$ cat src/rtl/encoder_top.sv
// encoder_top: registered bank of six independent binary encoders.
// The plain and priority 4-to-2 encoders each come in two twins
// (case-style and if/else-style) whose outputs must always agree.
// Every output is registered and cleared by the asynchronous reset.
module encoder_top (
  input  logic       clk,
  input  logic       rst_n,
  input  logic [7:0] in_8_to_3,
  input  logic [3:0] in_4_to_2,
  input  logic [3:0] in_priority_4_to_2,
  input  logic [7:0] in_priority_8_to_3,
  output logic [2:0] out_8_to_3,
  output logic [1:0] out_4_to_2_case,
  output logic [1:0] out_4_to_2_if_else,
  output logic [1:0] out_priority_4_to_2_case,
  output logic [1:0] out_priority_4_to_2_if_else,
  output logic [2:0] out_priority_8_to_3
);

  logic [2:0] enc_8_to_3;
  logic [1:0] enc_4_to_2_case;
  logic [1:0] enc_4_to_2_if_else;
  logic [1:0] enc_priority_4_to_2_case;
  logic [1:0] enc_priority_4_to_2_if_else;
  logic [2:0] enc_priority_8_to_3;

  // Plain 8-to-3: only an exactly one-hot input yields a nonzero index
  always_comb begin
    enc_8_to_3 = 3'd0;
    case (in_8_to_3)
      8'h01:   enc_8_to_3 = 3'd0;
      8'h02:   enc_8_to_3 = 3'd1;
      8'h04:   enc_8_to_3 = 3'd2;
      8'h08:   enc_8_to_3 = 3'd3;
      8'h10:   enc_8_to_3 = 3'd4;
      8'h20:   enc_8_to_3 = 3'd5;
      8'h40:   enc_8_to_3 = 3'd6;
      8'h80:   enc_8_to_3 = 3'd7;
      default: enc_8_to_3 = 3'd0;
    endcase
  end

  // Plain 4-to-2, case twin: full case, anything non-one-hot maps to 0
  always_comb begin
    enc_4_to_2_case = 2'd0;
    case (in_4_to_2)
      4'b0001: enc_4_to_2_case = 2'd0;
      4'b0010: enc_4_to_2_case = 2'd1;
      4'b0100: enc_4_to_2_case = 2'd2;
      4'b1000: enc_4_to_2_case = 2'd3;
      default: enc_4_to_2_case = 2'd0;
    endcase
  end

  // Plain 4-to-2, if/else twin: equality-compare chain
  always_comb begin
    enc_4_to_2_if_else = 2'd0;
    if (in_4_to_2 == 4'b0001)      enc_4_to_2_if_else = 2'd0;
    else if (in_4_to_2 == 4'b0010) enc_4_to_2_if_else = 2'd1;
    else if (in_4_to_2 == 4'b0100) enc_4_to_2_if_else = 2'd2;
    else if (in_4_to_2 == 4'b1000) enc_4_to_2_if_else = 2'd3;
    else                           enc_4_to_2_if_else = 2'd0;
  end

  // Priority 4-to-2, case twin: wildcard match, bit 3 wins
  always_comb begin
    enc_priority_4_to_2_case = 2'd0;
    casez (in_priority_4_to_2)
      4'b1???: enc_priority_4_to_2_case = 2'd3;
      4'b01??: enc_priority_4_to_2_case = 2'd2;
      4'b001?: enc_priority_4_to_2_case = 2'd1;
      default: enc_priority_4_to_2_case = 2'd0;
    endcase
  end

  // Priority 4-to-2, if/else twin: test bit 3 first, down to bit 0
  always_comb begin
    enc_priority_4_to_2_if_else = 2'd0;
    if (in_priority_4_to_2[3])      enc_priority_4_to_2_if_else = 2'd3;
    else if (in_priority_4_to_2[2]) enc_priority_4_to_2_if_else = 2'd2;
    else if (in_priority_4_to_2[1]) enc_priority_4_to_2_if_else = 2'd1;
    else                            enc_priority_4_to_2_if_else = 2'd0;
  end

  // Priority 8-to-3: ascending scan so the highest set bit is written last
  always_comb begin
    enc_priority_8_to_3 = 3'd0;
    for (int i = 0; i < 8; i++) begin
      if (in_priority_8_to_3[i]) enc_priority_8_to_3 = 3'(i);
    end
  end

  // Output registers: one-cycle latency, cleared immediately by reset
  always_ff @(posedge clk or negedge rst_n) begin
    if (!rst_n) begin
      out_8_to_3                  <= 3'd0;
      out_4_to_2_case             <= 2'd0;
      out_4_to_2_if_else          <= 2'd0;
      out_priority_4_to_2_case    <= 2'd0;
      out_priority_4_to_2_if_else <= 2'd0;
      out_priority_8_to_3         <= 3'd0;
    end else begin
      out_8_to_3                  <= enc_8_to_3;
      out_4_to_2_case             <= enc_4_to_2_case;
      out_4_to_2_if_else          <= enc_4_to_2_if_else;
      out_priority_4_to_2_case    <= enc_priority_4_to_2_case;
      out_priority_4_to_2_if_else <= enc_priority_4_to_2_if_else;
      out_priority_8_to_3         <= enc_priority_8_to_3;
    end
  end

endmodule

$ cat config.mk
export PLATFORM = sky130hd
export DESIGN_NAME = encoder_top
export DESIGN_NICKNAME = d
export VERILOG_FILES = /design/src/rtl/encoder_top.sv
export SDC_FILE = /design/constraint.sdc
export NUM_CORES = 1
export LEC_CHECK = 0
export ABC_CLOCK_PERIOD_IN_PS = 800
export CAP_MARGIN = 20
export CELL_PAD_IN_SITES_DETAIL_PLACEMENT = 1
export CELL_PAD_IN_SITES_GLOBAL_PLACEMENT = 2
export CORE_UTILIZATION = 20
export DETAILED_ROUTE_END_ITERATION = 8
export PLACE_DENSITY = 0.89
export RECOVER_POWER = 100
export SLEW_MARGIN = 20
export SYNTH_ARGS = -nofsm -noshare
export SYNTH_HDL_FRONTEND = slang
export SYNTH_SLANG_ARGS = --single-unit
$ cat constraint.sdc
create_clock -name clk -period 0.8 [get_ports clk]
set_clock_uncertainty 0.05 [all_clocks]
set_input_delay 0.08 -clock clk [delete_from_list [all_inputs] [get_ports clk]]
set_output_delay 0.08 -clock clk [all_outputs]
set_load 0.01 [all_outputs]
Yosys cells after proc, flatten, opt, wreduce, memory -nomap -nowiden

Index checks and enable logic that the tools add are counted.

Equal/unequal tests: 13
Div/mod/pow operators: 0
$mul: 0
Shifts and indexed selects: 0
Add/sub/neg operators: 0
Reductions and logical operators: 0
Bitwise operators: 0
Muxes and demuxes: 17
Magnitude comparators: 0

Operator list:

| operator             | count |
|---|---|
| $pmux W3 S7          | 1 |
| $mux W3              | 6 |
| $mux W2              | 6 |
| $pmux W2 S3          | 2 |
| $eq A8 B2 Y1 const B | 1 |
| $eq A8 B3 Y1 const B | 1 |
| $eq A8 B4 Y1 const B | 1 |
| $eq A8 B5 Y1 const B | 1 |
| $eq A8 B6 Y1 const B | 1 |
| $eq A8 B7 Y1 const B | 1 |
| $eq A8 B8 Y1 const B | 1 |
| $eq A4 B1 Y1 const B | 1 |
| $eq A4 B2 Y1 const B | 1 |
| $eq A4 B3 Y1 const B | 1 |
| $eq A4 B4 Y1 const B | 1 |
| $eq A3 B1 Y1 const B | 1 |
| $eq A2 B1 Y1 const B | 1 |
| $mux W1              | 2 |

Memories kept: 0
Word-level logic and storage cells: 36
Output and inout port bits: 14
Bits in registers: 14
Input bits: 26
Memory bits (read-only): 0
Bits in writable memories: 0
Bits in latches: 0

Logic depth before layout (Yosys ltp)

Depth after elaboration: 7
Depth in mapped cells: 4
Gate-level depth less buffers: 3

Worst setup path after synthesis

No wires, ideal clock.

Path type: in2reg
From: input port in_8_to_3[7]
To: register out_8_to_3[2]
Cell stages on the path: 4
Setup slack: -85 ps
Data arrival time: 715 ps
Setup time: 120 ps
Path through: buf_2 xor2_1 o21a_1 o211a_1

Cells in the longest elaborated chain, start to end: 2

Ends and longest elaborated chain:

| item                                       | RTL line | text |
|---|---|---|
| start: declaration                         | 8        | `input logic [7:0] in_8_to_3,` |
| $eq A8 B8 Y1, or another cell as far along | 30       | `case (in_8_to_3)` |
| $pmux W3 S7 *                              | 30       |  |
| named net enc_8_to_3[2]                    | 20       | `logic [2:0] enc_8_to_3;` |
| end signal: assignment                     | 103      | `out_8_to_3 <= enc_8_to_3;` |
| end: declaration                           | 12       | `output logic [2:0] out_8_to_3,` |

Mark *: on every way through the listed nets, which the timed path passes. The rest lies on a longest branch.

Final worst setup path

From: register out_priority_4_to_2_case[1]
To: output port out_priority_4_to_2_case[1]

RTL lines:

| item                     | RTL line | text |
|---|---|---|
| start: declaration       | 15       | `output logic [1:0] out_priority_4_to_2_case,` |
| start signal: assignment | 106      | `out_priority_4_to_2_case <= enc_priority_4_to_2_case;` |

No word-level cell between the ends.

==> implementation parameters <==
Parameter                              Value

Critical path
  Worst path cell trace    buf_2
  Startpoint-to-endpoint class of the critical path    reg2out
  CP delay by family, top    flip-flops
  CP arrival    0.78 ns
  Maximum fanout count along the critical path    2
  Crit path buf inv count    1
  Critical path data required time    0.67 ns
  Endpoint kind of the worst setup timing path    primary output
  Element type at the critical path start    flip-flop
  First element of the critical path    out_priority_4_to_2_case[1]
  Slowest cell on the critical path    sky130_fd_sc_hd__dfrtp_1
  Worst path max stage delay    0.38 ns

Yosys
  Dominant synthesized flop cell    sky130_fd_sc_hd__dfrtp_1
  Ys async rst share    100.0%
  Post-synthesis net count    79
  Count of flip-flops with a built-in enable after synthesis    0
  Register area share after synthesis    56.77%
  Synth warnings    0
  Synthesized cell area    573.1 sq um
  Count of cell types in the netlist    23
  Mean area per synthesized cell    10.81 sq um
  Number of synthesized register bits    13
  Cell count after synthesis    53

Power
  Relative contribution of combinational cells to total power    22.4%
  Peak supply drop    0.8409 mV
  Switching share of power    25.23%
  Leakage power total    0.4709 nW
  Internal power consumption    1.050 mW
  Reported net switching power    354.4 uW
  Overall power of the completed layout    1.405 mW
  Clock Power Share    28.3%
  Power density cells    1409 nW/um^2
  Sequential share of power    49.3%

Clocking
  Maximum number of buffers from clock root to sink    2
  Number of buffers inserted by hold repair at cts    0
  Number of clock sinks seen by CTS    13
  Root buffer selected by CTS    sky130_fd_sc_hd__clkbuf_4
  Clock-pin slew on the worst setup and hold paths    0.07 ns
  CTS buffer count    3
  CTS tree    built
  Buffer count from post-CTS setup fixing    0
  Depth of the CTS H-tree    1

STA
  Final count of negative-setup-slack endpoints    15
  Final Max Tran Viols    0
  Minimum clock period    0.9146 ns
  RSZ-0062 raised after global routing    yes
  Peak clock frequency supported by timing    1093 MHz
  Period utilization    114.3%
  Setup tns final    -1.392 ns
  Max-Slew Margin vs Limit    78.58%
  Count of endpoints failing hold in the final timing report    0
  Hold_ws    0.02780 ns
  Final setup margin    -0.1146 ns
  Tightest Pin Transition    0.3213 ns

Run status
  Violated checks    setup timing
  Result of the run    finished, violations left

Global route
  Total global routing overflow    0
  Number of global-route vias before repair    638
  Global-route wire length before repair    2.753 mm
  Pin count of the biggest net entering global routing    14
  Initial antenna violation count    0
  Gr usage total    11.51%

Route
  Vias per cell    4.492
  Starting DRC count in detailed routing    6
  Drt wl/cell    12.60 microns
  Via Count    584
  DRT Pass-1 Iters    3
  Number of nets still failing antenna checks after routing    0
  DR DRC count    0
  Final Routed Wirelength    1.638 mm

Final layout
  Final Net Count    126
  Most common cell after layout, fill and taps aside    sky130_fd_sc_hd__buf_2
  Fraction of layout instances using a drive strength above 1    39.39%
  Antenna cells    0
  Commonest cells after routing, fill and taps aside    sky130_fd_sc_hd__buf_2, sky130_fd_sc_hd__dfrtp_1, sky130_fd_sc_hd__clkdlybuf4s50_1
  Post-synthesis to final-layout area growth    74.02%

Place
  Routability-driven placement congestion ratio    0.7702
  Count of input and output buffers    37
  Pre-CTS worst setup slack    -0.6177 ns
  Hpwl dp    1.343 mm

Floorplan
  Core region area    2734 sq um
  Total die area    3084 sq um
  Initial cell density of the core    20.96%
  Height of the die    55.53 microns
  Horizontal die dimension    55.53 microns
  Cell Rows    19
  Number of top-level design ports    40

Worst hold path
  Class of the tightest hold or removal check    in2reg
  Worst hold path startpoint    in_priority_8_to_3[6]

Flow run
  Number of maximum-capacitance violations    0
[through the flow]
step | cell area, sq um | instances | util [%]
2_1_floorplan | 579.3 | 53 | -
3_3_place_gp | 1035 | 126 | 37.85
3_5_place_dp | 1035 | 126 | 37.85
4_1_cts | 1012 | 130 | 37.03
5_1_grt | 997.2 | 130 | 36.48
6_report | 997.2 | 130 | 36.48
[metal layers]
metal	routed length, microns	track usage (%)
met1	638	11.77
met2	834	21.34
met3	147	3.279
met4	17	5.357
met5	0	0
[cell families after synthesis]
kind of cell              after synthesis  synth area share, %
and+or+nand+nor                        15                14.41
buffers and inverters                   6                4.802
xor gates and xnor gates                4                6.115
AOI/OAI and AO/OA                      15                17.90
DFF                                    13                56.77
[area by class of cell]
cell class	count	area, sq um
inverters	4	15.01
fillers	338	1737
flip-flops and latches	13	325.3
clock buffers	4	26.28
repair buffers	44	345.3
well taps	31	38.79
multi-input cells	34	246.5
[cells in the mapped netlist, drive strengths merged (2+ instances only)]
library cell | number | area share [%]
nor3 | 5 | 4.4
inv | 4 | 2.6
nor2 | 2 | 1.3
buf | 2 | 2.2
xnor2 | 2 | 3.1
xor2 | 2 | 3.1
or4 | 3 | 3.9
o31ai | 2 | 2.6
a21o | 2 | 2.6
a21oi | 3 | 2.6
nand2 | 2 | 1.3
o21ai | 3 | 2.6
dfrtp | 13 | 57
[flip-flops by register name, indices dropped and copies added (netlist names)]
name / cells
out_8_to_3: 3
out_priority_8_to_3: 3
out_4_to_2_if_else: 2
out_priority_4_to_2_if_else: 1
out_4_to_2_case: 2
out_priority_4_to_2_case: 2
[power groups by stage]
| stage | Sequential, mW | Combinational [mW] | Clock, mW |
|---|---|---|---|
| after floorplan | 0.723 | 0.0840 | 0 |
| after global placement | 0.706 | 0.349 | 0 |
| after detailed placement | 0.708 | 0.361 | 0 |
| after CTS | 0.693 | 0.333 | 0.418 |
| after global routing | 0.696 | 0.343 | 0.445 |
| final | 0.692 | 0.315 | 0.398 |
[worst paths after layout]
| path | depth (start not counted) | to |
|---|---|---|
| min in group asynchronous | 2 | out_4_to_2_if_else[0] |
| max in group asynchronous | 2 | out_priority_8_to_3[2] |
| hold / removal | 2 | out_priority_8_to_3[0] |
| setup / recovery | 1 | out_priority_4_to_2_case[1] |
[what timing repair did]
item                                   CTS  global route
gates resized for setup                 82             9
setup endpoints to repair               17            18
pin swaps                                6             2
endpoints found under the hold margin    0             0
gates cloned                             0             0
Note: power is estimated with default switching activity, not from simulation.
==> variant: new RTL, same flow settings <==
Reset style: synchronous (`rst_n`), changed in one clocked block. Comments in the files are not updated.
--- a/src/rtl/encoder_top.sv
+++ b/src/rtl/encoder_top.sv
@@ -91,7 +91,7 @@
   end
 
   // Output registers: one-cycle latency, cleared immediately by reset
-  always_ff @(posedge clk or negedge rst_n) begin
+  always_ff @(posedge clk) begin
     if (!rst_n) begin
       out_8_to_3                  <= 3'd0;
       out_4_to_2_case             <= 2'd0;
Check against the original RTL: differs if rst_n is asserted again (counterexample within 4 cycles, from zero or initial values and one cycle with rst_n low); with rst_n held inactive, the same outputs for 10 cycles.
==> variant against the unedited design <==
The flow still finishes with violations (setup timing). Power decreased by 5.6%. Sequential share of layout area fell by 7.4 points. Synthesized area is 9.4% lower. Via count decreased by 3.4%. Critical path depth did not move. Worst setup slack improved by 58 ps. Final area fell by 2.4%. Sequential cell count down 1. Wire length shrank 3.6%. Maximum frequency is 6.8% higher. Core utilization is 3.2 points higher. Sequential power decreased by 8.4%. First-iteration DRC count decreased by 83%. Critical path type unchanged. Critical endpoint unchanged. Highest routed layer unchanged.
==> variant: results (changes against the unedited design) <==
status=finished, violations left; failing checks=setup timing; vias in the first global route=590 (-7.5%); Placed Cells incl. Taps=124 (-1.6%); nets=125 (-0.79%); worst hold margin=66.3 ps (+38.5 ps); GRT Util Overall=0.125 (+0.0100); Compound-Gate Fraction of Synth Area=0.195 (+0.0161); top post-synthesis cells by area=dfxtp_1 46%, nor3_1 5.8%, xnor2_1 5.1%; net count after synthesis=78 (-1.3%); register area share after synthesis=0.463 (-0.105); WL per Instance=12.4 um (-1.3%); CP arrival=730 ps (-50 ps); via count=564 (-3.4%); Largest stage delay, worst path=320 ps (-60 ps); count of final setup violators=14 (-1); largest net degree at the start of global routing=7 (-7); Vias/cell=4.44 (-1.1%); Pint=0.988 mW (-6.0%); first-pass GRT wire length=2500 um (-9.0%); Comb power=0.327 mW (+4%); crit path from=out_priority_4_to_2_case[1]; post-synth cell types=24 (+4.3%); syn_area_per_cell=9.99 sq um (-7.6%); worst setup margin=-56.4 ps (+58.2 ps); hold wc startpoint=in_priority_8_to_3[7]; top cells by count, synth=12 x dfxtp_1, 6 x nor3_1, 3 x o21ai_0, 3 x xnor2_1
-- variant: cell count changes after synthesis, moves of 2 or more --
| cell | unedited run | this run |
|---|---|---|
| nand2_1 | 2 | 0 |
| nor2b_1 | 0 | 2 |
| dfrtp_1 | 13 | 0 |
| mux2i_1 | 0 | 2 |
| o31ai_1 | 2 | 0 |
| a21o_1 | 2 | 0 |
| a21oi_1 | 3 | 1 |
| dfxtp_1 | 0 | 12 |
| or4_1 | 3 | 1 |
-- variant: layout make-up --
cell class | count | area share
Multi-Input combinational cell | 36 | 0.305
Inverter | 2 | 0.00771
Sequential cell | 12 | 0.252
Timing Repair Buffer | 44 | 0.374
Tap cell | 30 | 0.0386
Clock buffer | 3 | 0.0231
-- variant: through the flow --
stage	TNS, ps	worst slack [ps]	cell area (sq um)	total power, mW
CTS	-565	-63.2	932	1.32
global placement	-6450	-524	965	0.980
finish	-395	-56.4	973	1.33
global route	-999	-94.0	973	1.42
floorplan	-65.3	-65.3	519	0.750
detailed placement	-6700	-546	965	0.990
-- variant: what timing repair did --
action,CTS,global route
endpoints found under the setup margin,24,20
pin swaps,6,3
gates resized for setup,88,17
-- variant: layer usage --
metal,part of all wire,global-route usage,wire length [um],vias up
met5,0,0,0,-
met4,0.011,0.0789,18,0
met3,0.062,0.0201,98,2
met2,0.54,0.226,858,22
met1,0.38,0.133,603,261
li1,-,-,-,279
-- variant: final timing paths --
kind	end	cells after the start
worst max-delay path	out_priority_4_to_2_case[1]	1
worst min-delay path	out_priority_8_to_3[2]	2
